File: config.mk
export PLATFORM = sky130hd
export DESIGN_NAME = updown_mod_counter_flat
export DESIGN_NICKNAME = d
export VERILOG_FILES = /design/src/rtl/updown_mod_counter_if.sv /design/src/rtl/updown_mod_counter.sv /design/src/flat_wrapper.sv
export SDC_FILE = /design/constraint.sdc
export NUM_CORES = 1
export LEC_CHECK = 0
export BUFFER_PORTS_ARGS = -buffer_cell sky130_fd_sc_hd__buf_2
export CORE_ASPECT_RATIO = 0.8
export CORE_MARGIN = 10
export CORE_UTILIZATION = 45
export DETAILED_ROUTE_END_ITERATION = 8
export HOLD_SLACK_MARGIN = 0.06
export PLACE_DENSITY = 0.69
export SKIP_LAST_GASP = 1
export SYNTH_ARGS = -nofsm -noshare
export SYNTH_HDL_FRONTEND = slang
export SYNTH_SLANG_ARGS = --single-unit
File: constraint.sdc
create_clock -name clk -period 2.6 [get_ports clk]
set_input_delay 0.52 -clock clk [delete_from_list [all_inputs] [get_ports clk]]
set_output_delay 0.52 -clock clk [all_outputs]
set_load 0.02 [all_outputs]
File: src/rtl/updown_mod_counter_if.sv
// ============================================================================
// updown_mod_counter_if : control/status bundle for updown_mod_counter
// Load/din members exist only when UPDOWN_CNT_LOAD_EN is defined.
// Revision: 1.0
// ============================================================================
`default_nettype none

interface updown_mod_counter_if #(
  parameter int WIDTH = 3
);
  logic             en;
  logic             up;
  logic             sat;
  logic             clr;
`ifdef UPDOWN_CNT_LOAD_EN
  logic             load;
  logic [WIDTH-1:0] din;
`endif
  logic [WIDTH-1:0] counter;
  logic             y;
  logic             wrap;
  logic [7:0]       wrap_cnt;

`ifdef UPDOWN_CNT_LOAD_EN
  modport master (
    output en, up, sat, clr, load, din,
    input  counter, y, wrap, wrap_cnt
  );
  modport slave (
    input  en, up, sat, clr, load, din,
    output counter, y, wrap, wrap_cnt
  );
`else
  modport master (
    output en, up, sat, clr,
    input  counter, y, wrap, wrap_cnt
  );
  modport slave (
    input  en, up, sat, clr,
    output counter, y, wrap, wrap_cnt
  );
`endif
endinterface

`default_nettype wire

File: src/rtl/updown_mod_counter.sv
// ============================================================================
// updown_mod_counter : modulo-MODULUS up/down counter, wrap/saturate, wrap
// pulse and saturating wrap count. Optional load via UPDOWN_CNT_LOAD_EN.
// Revision: 1.0
// ============================================================================
`default_nettype none

module updown_mod_counter #(
  parameter int WIDTH   = 3,
  parameter int MODULUS = 8
) (
  input  wire logic              clk,
  input  wire logic              reset,
  updown_mod_counter_if.slave    bus
);

  localparam logic [WIDTH-1:0] c_MAX    = WIDTH'(MODULUS - 1);
  localparam logic [WIDTH-1:0] c_ONE    = WIDTH'(1);
  localparam logic [7:0]       c_CNT_MAX = 8'hFF;

  logic [WIDTH-1:0] counter_q, counter_d;
  logic             wrap_q, wrap_d;
  logic [7:0]       wrap_cnt_q, wrap_cnt_d;

  logic w_at_top;
  logic w_at_bot;
  logic w_at_bound;
  logic w_step_wraps;

  assign w_at_top     = (counter_q == c_MAX);
  assign w_at_bot     = (counter_q == '0);
  // Boundary in the currently selected direction; also the terminal-count flag.
  assign w_at_bound   = bus.up ? w_at_top : w_at_bot;
  assign w_step_wraps = w_at_bound && !bus.sat;

`ifdef UPDOWN_CNT_LOAD_EN
  localparam logic [WIDTH:0] c_MOD = (WIDTH+1)'(MODULUS);
  logic [WIDTH-1:0] w_din_clamped;
  assign w_din_clamped = ({1'b0, bus.din} >= c_MOD) ? c_MAX : bus.din;
`endif

  always_comb begin
    counter_d  = counter_q;
    wrap_d     = 1'b0;
    wrap_cnt_d = wrap_cnt_q;
    if (bus.clr) begin
      counter_d  = '0;
      wrap_cnt_d = '0;
    end
`ifdef UPDOWN_CNT_LOAD_EN
    else if (bus.load) begin
      counter_d = w_din_clamped;
    end
`endif
    else if (bus.en) begin
      if (w_step_wraps) begin
        // Explicit targets keep MODULUS < 2**WIDTH from escaping the range.
        counter_d = bus.up ? '0 : c_MAX;
        wrap_d    = 1'b1;
        if (wrap_cnt_q != c_CNT_MAX) begin
          wrap_cnt_d = wrap_cnt_q + 8'd1;
        end
      end else if (!w_at_bound) begin
        counter_d = bus.up ? (counter_q + c_ONE) : (counter_q - c_ONE);
      end
    end
  end

  always_ff @(posedge clk or negedge reset) begin
    if (!reset) begin
      counter_q  <= '0;
      wrap_q     <= 1'b0;
      wrap_cnt_q <= '0;
    end else begin
      counter_q  <= counter_d;
      wrap_q     <= wrap_d;
      wrap_cnt_q <= wrap_cnt_d;
    end
  end

  assign bus.counter  = counter_q;
  assign bus.wrap     = wrap_q;
  assign bus.wrap_cnt = wrap_cnt_q;
  assign bus.y        = w_at_bound;

endmodule

`default_nettype wire

File: src/flat_wrapper.sv
// flat-port wrapper written by rule: the top's interface ports become plain ports
module updown_mod_counter_flat 
#(
  parameter int WIDTH   = 3,
  parameter int MODULUS = 8
)
  (clk, reset, bus_en, bus_up, bus_sat, bus_clr, bus_counter, bus_y, bus_wrap, bus_wrap_cnt);
  updown_mod_counter_if #(.WIDTH(WIDTH)) bus_i ();
  input  wire logic clk;
  input  wire logic reset;
  input wire logic [$bits(bus_i.en)-1:0] bus_en;
  input wire logic [$bits(bus_i.up)-1:0] bus_up;
  input wire logic [$bits(bus_i.sat)-1:0] bus_sat;
  input wire logic [$bits(bus_i.clr)-1:0] bus_clr;
  output wire logic [$bits(bus_i.counter)-1:0] bus_counter;
  output wire logic [$bits(bus_i.y)-1:0] bus_y;
  output wire logic [$bits(bus_i.wrap)-1:0] bus_wrap;
  output wire logic [$bits(bus_i.wrap_cnt)-1:0] bus_wrap_cnt;
  assign bus_i.en = bus_en;
  assign bus_i.up = bus_up;
  assign bus_i.sat = bus_sat;
  assign bus_i.clr = bus_clr;
  assign bus_counter = bus_i.counter;
  assign bus_y = bus_i.y;
  assign bus_wrap = bus_i.wrap;
  assign bus_wrap_cnt = bus_i.wrap_cnt;
  updown_mod_counter #(.WIDTH(WIDTH), .MODULUS(MODULUS)) u_core (.clk(clk), .reset(reset), .bus(bus_i));
endmodule
# [Word-level counts from Yosys, hierarchy flattened]
# Cells that the tools add are included.
# W data, S select, Z words.
[totals] inputBits=6 ff_bits=12 elab_cells=31 output_inout_bits=13
[classes] eq_ne=3 reduce_logical=8 add_sub_neg=3 mux=14
[op_table] operator="$mux W8" n=4
[op_table] operator="$mux W3" n=6
[op_table] operator="$add A8 B1 Y8 const B" n=1
[op_table] operator="$ne A8 B8 Y1 const B" n=1
[op_table] operator="$reduce_bool A2 Y1" n=3
[op_table] operator="$mux W1" n=4
[op_table] operator="$add A3 B1 Y3 const B" n=1
[op_table] operator="$eq A3 B3 Y1 const B" n=1
[op_table] operator="$logic_not A3 Y1" n=1
[op_table] operator="$ne A3 B3 Y1 const B" n=1
[op_table] operator="$reduce_and A3 Y1" n=1
[op_table] operator="$sub A3 B1 Y3 const B" n=1
[op_table] operator="$reduce_and A2 Y1" n=1
[op_table] operator="$logic_and A1 B1 Y1" n=1
[op_table] operator="$logic_not A1 Y1" n=1

# [Longest topological paths before layout]
# Gate-level depths: netlist of run 1.
[logic_depth] ltp_word=6 depth_mapped=6 mapped_depth_nobuf=6

# [Least setup slack after synthesis of run 1]
# OpenSTA, ideal clock, no wires.
[synth_path] path_kind="flip-flop to flip-flop" from="register u_core.counter_q[1] (netlist: u_core.bus.counter[1])" to="register u_core.wrap_cnt_q[0] (netlist: u_core.bus.wrap_cnt[0])" path_stages_with_launch=6 arrival_time_ns=1.900 path_slack_ns=0.572 t_required_ns=2.472 period_less_slack_ns=2.028 path_buffers=1 setup_time_ns=0.128 path_cell_list="dfrtp_1 > or4_1 > buf_6 > a21o_1 > a41oi_2 > mux2_1"
[synth_between] elab_chain_cells=5 elab_cells_between_ends=6 cone_classes="eq/ne: 1; mux: 1; reduce/logical: 4"
[synth_lines] element="from (decl)" line_no="updown_mod_counter.sv:21" text="logic [WIDTH-1:0] counter_q, counter_d;"
[synth_lines] element="from (signal assigned)" line_no="updown_mod_counter.sv:75" text="counter_q <= counter_d;"
[synth_lines] element="$eq A3 B3 Y1 or $logic_not A3 Y1 (tied branches)" line_no="updown_mod_counter.sv:30, updown_mod_counter.sv:31"
[synth_lines] element="$mux W1 *" line_no="updown_mod_counter.sv:33" text="assign w_at_bound = bus.up ? w_at_top : w_at_bot;"
[synth_lines] element="$logic_and A1 B1 Y1 *" line_no="updown_mod_counter.sv:34" text="assign w_step_wraps = w_at_bound && !bus.sat;"
[synth_lines] element="$reduce_bool A2 Y1 (no line) *"
[synth_lines] element="$reduce_and A3 Y1 (no line) *"
[synth_lines] element="to (signal assigned)" line_no="updown_mod_counter.sv:77" text="wrap_cnt_q <= wrap_cnt_d;"
[synth_lines] element="to (decl)" line_no="updown_mod_counter.sv:23" text="logic [7:0] wrap_cnt_q, wrap_cnt_d;"
# Every way passes the cells marked *; elsewhere a longest branch is shown, timed or not.
# A chain may end at the register's enable or synchronous reset.

# [Final worst setup path of run 1]
[layout_path] from="register u_core.counter_q[1] (netlist: u_core.bus.counter[1])" to="output port bus_y"
[layout_between] elab_chain_cells=2 elab_cells_between_ends=3 cone_classes="eq/ne: 1; mux: 1; reduce/logical: 1"
[layout_lines] element="$eq A3 B3 Y1 or $logic_not A3 Y1 (tied branches)" line_no="updown_mod_counter.sv:30, updown_mod_counter.sv:31"
[layout_lines] element="$mux W1 *" line_no="updown_mod_counter.sv:33"
[layout_lines] element="to (decl)" line_no="flat_wrapper.sv:16" text="output wire logic [$bits(bus_i.y)-1:0] bus_y;"
# Marks and branches as above.

==> key figures, run 1 <==
Power and ir drop
  • Power per cell area: 440 nW/µm²
  • Total power: 392 µW
  • Peak supply drop: ~330 µV
  • Leakage: 0.408 nW

Place
  • Routability cong.: approximately 0.84
  • Worst slack, placed: roughly 0.4 ns
  • Placed inst area: 870 µm²
  • # port buffers: 18
  • Placed cells: 117
  • HPWL after detailed placement: 1470 µm

Critical path
  • CP delay by family, top: simple AND/OR/NAND/NOR gates
  • Critical Path Slowest Stage Cell: or4_1
  • Critical path fanouts, max: 7
  • CP Capture Type: primary output
  • Cell chain of the critical path: or4_1 -> nand2_1 -> buf_2
  • Setup crit start kind: register
  • Slowest Stage Delay on Critical Path: ~0.72 ns
  • Required @ worst endpoint: 2.08 ns
  • Critical path buffers and inverters: 1
  • Crit Path Class: register to primary output
  • WP data arrival: 1.75 ns

Synth
  • Cells after synthesis: 80
  • Post-synth EDFFs: 0
  • Synthesized area per cell: 9.65 µm²
  • Seq/Total Area, Yosys: about 39%
  • Yosys warnings: 0
  • Synth Cell Area: 772 µm²
  • FFs w/ async S/R, synth: 100%
  • Mapped Nets: 88
  • Biggest area consumer among synthesized cells: dfrtp_1
  • Top cell type's share of synthesized area: 38.9%
  • Top FF cell, synth: dfrtp_1
  • Ranking of synthesized cells by area: dfrtp_1 39%, a21oi_1 5.2%, a211oi_1 3.9%
  • Seq cells post-synth: 12
  • Unique masters post-synth: 37

Global route
  • Initial antenna violation count: 0
  • First-pass GRT wire length: 3140 µm
  • Met3 usage in global routing: 5.46%
  • Vias in the first global route: around 700
  • Global routing's busiest layer: met2
  • Met1 GRT Util: 12.6%
  • GRT Residual Overflow: 0
  • Grt met2 use: between 10% and 20%
  • Largest net degree at the start of global routing: 16
  • Gr usage total: 10.4%

CTS
  • Cts bufs inserted: 3
  • Max H-tree Level: 1
  • Post-CTS Resized: 0
  • CTS clk-pin slew, worst paths: roughly 0.07 ns
  • Clock Tree Buf Depth: 2
  • Clock latency on the worst-skew pair: 0.27 ns
  • Clock tree root buffer cell: clkbuf_4
  • Clock sink count: 12
  • Cts hold-fix bufs: 0
  • Setup Fix Bufs, Post-CTS: 0
  • CTS tree: built

Die
  • Die height: 57.0 µm
  • Core ar.: ~1600 µm²
  • # IOs: 19
  • Starting Density: a little under half
  • Die width: roughly 66 µm
  • DIE AREA: 3780 µm²
  • Row count: 13

Job
  • Max_cap viols: 0

Route
  • Remaining DRCs: 0
  • Vias/cell: 5.92
  • Antenna viol nets, final: 0
  • Vias: between 700 and 800
  • Initial drt markers: 11
  • Final wirelength: 1900 µm
  • DR WL/cell: 15.8 µm
  • Initial DRT Pass Iterations: 4

Timing
  • Fmax: 0.441 GHz
  • Worst Skew: 0.00182 ns
  • Worst slew margin: between 70% and 80%
  • Final setup viols: 0
  • Final setup TNS: 0 ns
  • Worst-Margin Slew: 0.389 ns
  • Fin worst setup slack: 0.333 ns
  • Fin. max-slew vios: 0
  • Ratio of final minimum period to clock period: between 80% and 90%
  • Final Hold Viols: 0
  • WHS: 0.113 ns
  • Crit path time final: 2.27 ns
  • RSZ-0062 raised after global routing: false

Final layout
  • Share of layout cells above drive strength 1: 27.6%
  • Commonest non-fill, non-tap cell in the layout: buf_2
  • Fillers: about 160
  • Core Util, Final: 54.8%
  • Ant. Diodes: 0
  • Layout area overhead: 15.6%
  • Post-route design area: 892 µm²
  • Final std cells w/o fill: 120
  • Nets: 108
  • Most frequent cells in the layout: 18 x buf_2, 12 x dfrtp_1, 8 x a21oi_1

Outcome
  • Status: finished clean

Min path
  • Hold Path Class: input port to asynchronous set/reset pin
-- power breakdown --
part           total (mW)  switching, mW  internal (mW)
clock network       0.113         0.0590         0.0537
logic              0.0770         0.0491         0.0280
registers           0.203        0.00972          0.193
total               0.392          0.118          0.274
-- cell type report --
| class | instances | area (µm²) | area share (%) |
|---|---|---|---|
| multi-input cells | 59 | 429 | 48.1 |
| clock buffers | 3 | 22.5 | 2.52 |
| inverters | 6 | 22.5 | 2.52 |
| repair buffers | 18 | 90.1 | 10.1 |
| well taps | 22 | 27.5 | 3.09 |
| flip-flops and latches | 12 | 300 | 33.7 |
-- worst reg2reg max path, delay by kind of cell (launching register included) --
| kind | cells | cell delay, ns |
|---|---|---|
| mux | 1 | 0.35 |
| simple gates | 1 | 0.73 |
| compound gates | 2 | 0.50 |
| flops | 1 | 0.45 |
-- synthesized netlist by cell type (2+ instances only) --
library cell  instances
a211oi_1              4
a21oi_1               8
a31oi_1               2
and3_1                2
dfrtp_1              12
inv_1                 6
mux2i_1               2
nand2_1               3
nand2b_1              3
nand3_1               3
nand4_1               2
nor2_1                6
nor2b_1               2
o21ai_0               2
-- cell families after synthesis --
family,synth area share [%]
multiplexers,6.00
adder cells (fa/ha/maj),4.21
flip-flops,38.9
AND/OR/NAND/NOR,20.7
buffers and inverters,5.51
AO/OA/AOI/OAI,24.6
-- path summary, 6_finish.rpt --
path / slack, ns / from / end / cells after the start
setup reg to reg: 0.47 / u_core.bus.counter[1]$_DFFE_PN0P_ / u_core.bus.wrap_cnt[0]$_DFFE_PN0P_ / 4
max in group asynchronous: 2.27 / reset / u_core.bus.wrap_cnt[6]$_DFFE_PN0P_ / 1
hold / removal: 0.11 / reset / u_core.bus.wrap_cnt[4]$_DFFE_PN0P_ / 1
setup / recovery: 0.33 / u_core.bus.counter[1]$_DFFE_PN0P_ / bus_y / 3
min in group clk: 0.53 / bus_en / u_core.bus.counter[1]$_DFFE_PN0P_ / 3
hold reg to reg: 0.59 / u_core.bus.wrap_cnt[1]$_DFFE_PN0P_ / u_core.bus.wrap_cnt[1]$_DFFE_PN0P_ / 2
-- metal layers --
metal	wire length, µm	up-vias
li1	-	335
met1	872	343
met2	844	27
met3	163	5
met4	17	0
met5	0	-
-- sequential cells by signal, summed over array words and instances (netlist names) --
name,cells
u_core.bus.counter,3
u_core.bus.wrap_cnt,8
u_core.bus.wrap,1
Note: power is estimated with default switching activity, not from simulation.
==> run 2, diff against run 1 <==
--- a/config.mk
+++ b/config.mk
@@ -6,12 +6,12 @@
 export NUM_CORES = 1
 export LEC_CHECK = 0
 export BUFFER_PORTS_ARGS = -buffer_cell sky130_fd_sc_hd__buf_2
-export CORE_ASPECT_RATIO = 0.8
 export CORE_MARGIN = 10
-export CORE_UTILIZATION = 45
+export CORE_UTILIZATION = 51
 export DETAILED_ROUTE_END_ITERATION = 8
 export HOLD_SLACK_MARGIN = 0.06
-export PLACE_DENSITY = 0.69
+export MAX_ROUTING_LAYER = met4
+export PLACE_DENSITY = 0.77
 export SKIP_LAST_GASP = 1
 export SYNTH_ARGS = -nofsm -noshare
 export SYNTH_HDL_FRONTEND = slang
==> run 2 against run 1 <==
Die area fell by 8.3%; clock-buffer cell count rose by 1; largest cell class unchanged; setup slack improved by 0.036 ns; final area rose by 0.56%; non-clock buffer count did not move; fmax rose by 1.6%; total power rose by 8.0%.
==> key figures, run 2 (synthesized netlist as in run 1, its figures left out) <==
Outcome
  • Status: finished clean

Power and ir drop
  • Peak supply drop: 429 µV (+30%)
  • Leakage: 0.415 nW (+1.8%)
  • Power per cell area: 472 nW/µm² (+7.4%)
  • Total power: 424 µW (+8.0%)

Timing
  • Final setup TNS: 0 ns (unchanged)
  • Worst slew margin: 76.2% (+2.2 points)
  • Worst-Margin Slew: 0.356 ns (-0.0329 ns)
  • Ratio of final minimum period to clock period: 85.8% (-1.4 points)
  • Fmax: 0.448 GHz (+1.6%)
  • Final Hold Viols: 0 (unchanged)
  • Final setup viols: 0 (unchanged)
  • Fin worst setup slack: 0.369 ns (+0.0361 ns)
  • Worst Skew: 0.00932 ns (+0.00750 ns)
  • RSZ-0062 raised after global routing: false
  • Fin. max-slew vios: 0 (unchanged)
  • Crit path time final: 2.23 ns (-0.0361 ns)

Min path
  • Hold Path Class: input port to asynchronous set/reset pin

Global route
  • First-pass GRT wire length: 2820 µm (-10%)
  • Gr usage total: 10.5% (+0.11 points)
  • Vias in the first global route: 631 (-9.2%)
  • GRT Residual Overflow: 0 (unchanged)
  • Initial antenna violation count: 0 (unchanged)
  • Largest net degree at the start of global routing: 16 (unchanged)

Final layout
  • Number of flip-flops under the largest register name: 8 (unchanged)
  • Layout area overhead: 16.2%
  • Share of layout cells above drive strength 1: 28.3% (+0.73 points)
  • Nets: 108 (unchanged)
  • Core Util, Final: 65.7% (+11 points)
  • Commonest non-fill, non-tap cell in the layout: buf_2
  • Final std cells w/o fill: 114 (-5.0%)
  • Ant. Diodes: 0 (unchanged)
  • Multi-input logic area: 429 µm² (unchanged)
  • Fillers: 127 (-23%)
  • Most frequent cells in the layout: 18 x buf_2, 12 x dfrtp_1, 8 x a21oi_1
  • FF+latch area: 300 µm² (unchanged)

Critical path
  • CP Capture Type: primary output
  • WP data arrival: 1.71 ns (-0.04 ns)
  • Setup crit start kind: register
  • Crit Path Class: register to primary output
  • Critical path fanouts, max: 7 (unchanged)
  • Required @ worst endpoint: 2.08 ns (about the same)
  • R2r setup slk: 0.50 ns (+0.03 ns)

CTS
  • Post-CTS Resized: 0 (unchanged)
  • CTS clk-pin slew, worst paths: 0.08 ns (about the same)
  • Max H-tree Level: 1 (unchanged)
  • CTS tree: built
  • Clock latency on the worst-skew pair: 0.27 ns (about the same)
  • Clock Tree Buf Depth: 2 (unchanged)
  • Setup Fix Bufs, Post-CTS: 0 (unchanged)
  • Cts bufs inserted: 3 (unchanged)
  • Clock tree root buffer cell: clkbuf_4
  • Clock sink count: 12 (unchanged)
  • Cts hold-fix bufs: 0 (unchanged)

Die
  • Die height: 58.9 µm (+3.3%)
  • # IOs: 19 (unchanged)
  • Row count: 13 (unchanged)
  • Die width: 58.9 µm (-11%)
  • Core ar.: 1370 µm² (-16%)
  • Starting Density: 56.5% (+9.0 points)
  • DIE AREA: 3470 µm² (-8.3%)

Route
  • Vias: 658 (-7.3%)
  • Vias/cell: 5.77 (-2.4%)
  • Antenna viol nets, final: 0 (unchanged)
  • Initial drt markers: 18 (+7)
  • Remaining DRCs: 0 (unchanged)
  • Initial DRT Pass Iterations: 4 (unchanged)
  • DR WL/cell: 14.7 µm (-6.9%)
  • Final wirelength: 1680 µm (-12%)

Job
  • Max_cap viols: 0 (unchanged)

Place
  • HPWL after detailed placement: 1330 µm (-9.4%)
  • Worst slack, placed: 0.406 ns (+0.0144 ns)
  • Routability cong.: 0.802 (-4.9%)
  • # port buffers: 18 (unchanged)
  • Placed cells: 110 (-6.0%)
-- run 2: cell types whose count changed in the layout (fill, tap and decap cells not counted), sizes merged --
cell    previous run  this run
clkbuf             3         4
-- run 2: metrics by stage --
step | hold slack, ns | instance area [µm²]
after global placement | 0.415 | 861
final | 0.115 | 897
after floorplan | 0.224 | 772
after detailed placement | 0.414 | 861
after CTS | 0.114 | 897
after global routing | 0.104 | 897
-- run 2: final timing paths --
check                                                   start                                  to  cells past startpoint
min reg2reg                u_core.bus.wrap_cnt[2]$_DFFE_PN0P_  u_core.bus.wrap_cnt[2]$_DFFE_PN0P_                      1
max in group asynchronous                               reset   u_core.bus.counter[1]$_DFFE_PN0P_                      1
max reg2reg                 u_core.bus.counter[1]$_DFFE_PN0P_  u_core.bus.wrap_cnt[0]$_DFFE_PN0P_                      4
min in group clk                                       bus_en   u_core.bus.counter[1]$_DFFE_PN0P_                      3
min                                                     reset           u_core.bus.wrap$_DFF_PN0_                      1
max                         u_core.bus.counter[1]$_DFFE_PN0P_                               bus_y                      3
-- run 2: report_power, final --
group          switching [mW]  leakage [nW]  total (mW)  internal (mW)
logic                  0.0487         0.229      0.0768         0.0280
clock network          0.0598        0.0210       0.145         0.0851
registers             0.00909         0.165       0.202          0.193
-- run 2: layer usage --
layer  track usage (%)  vias to the layer above  routed length [µm]
met4              4.92                        0                  17
met1              12.7                      300                 831
met2              15.2                       17                 713
li1                  -                      339                   -
met3              3.86                        2                 115
met5                 -                        -                   0
-- run 2: area by class of cell --
cell class	instances	share of cell area, %
tap	15	2.09
sequential	12	33.5
inverter	6	2.51
clock buffer	4	4.04
timing repair buffer	18	10.0
multi-input combinational	59	47.8
-- run 2: worst max-delay path, cell delays in order (launching register included) --
cell and delay [ns]:
dfrtp_1 0.44, or4_1 0.71, nand2_1 0.12, buf_2 0.17
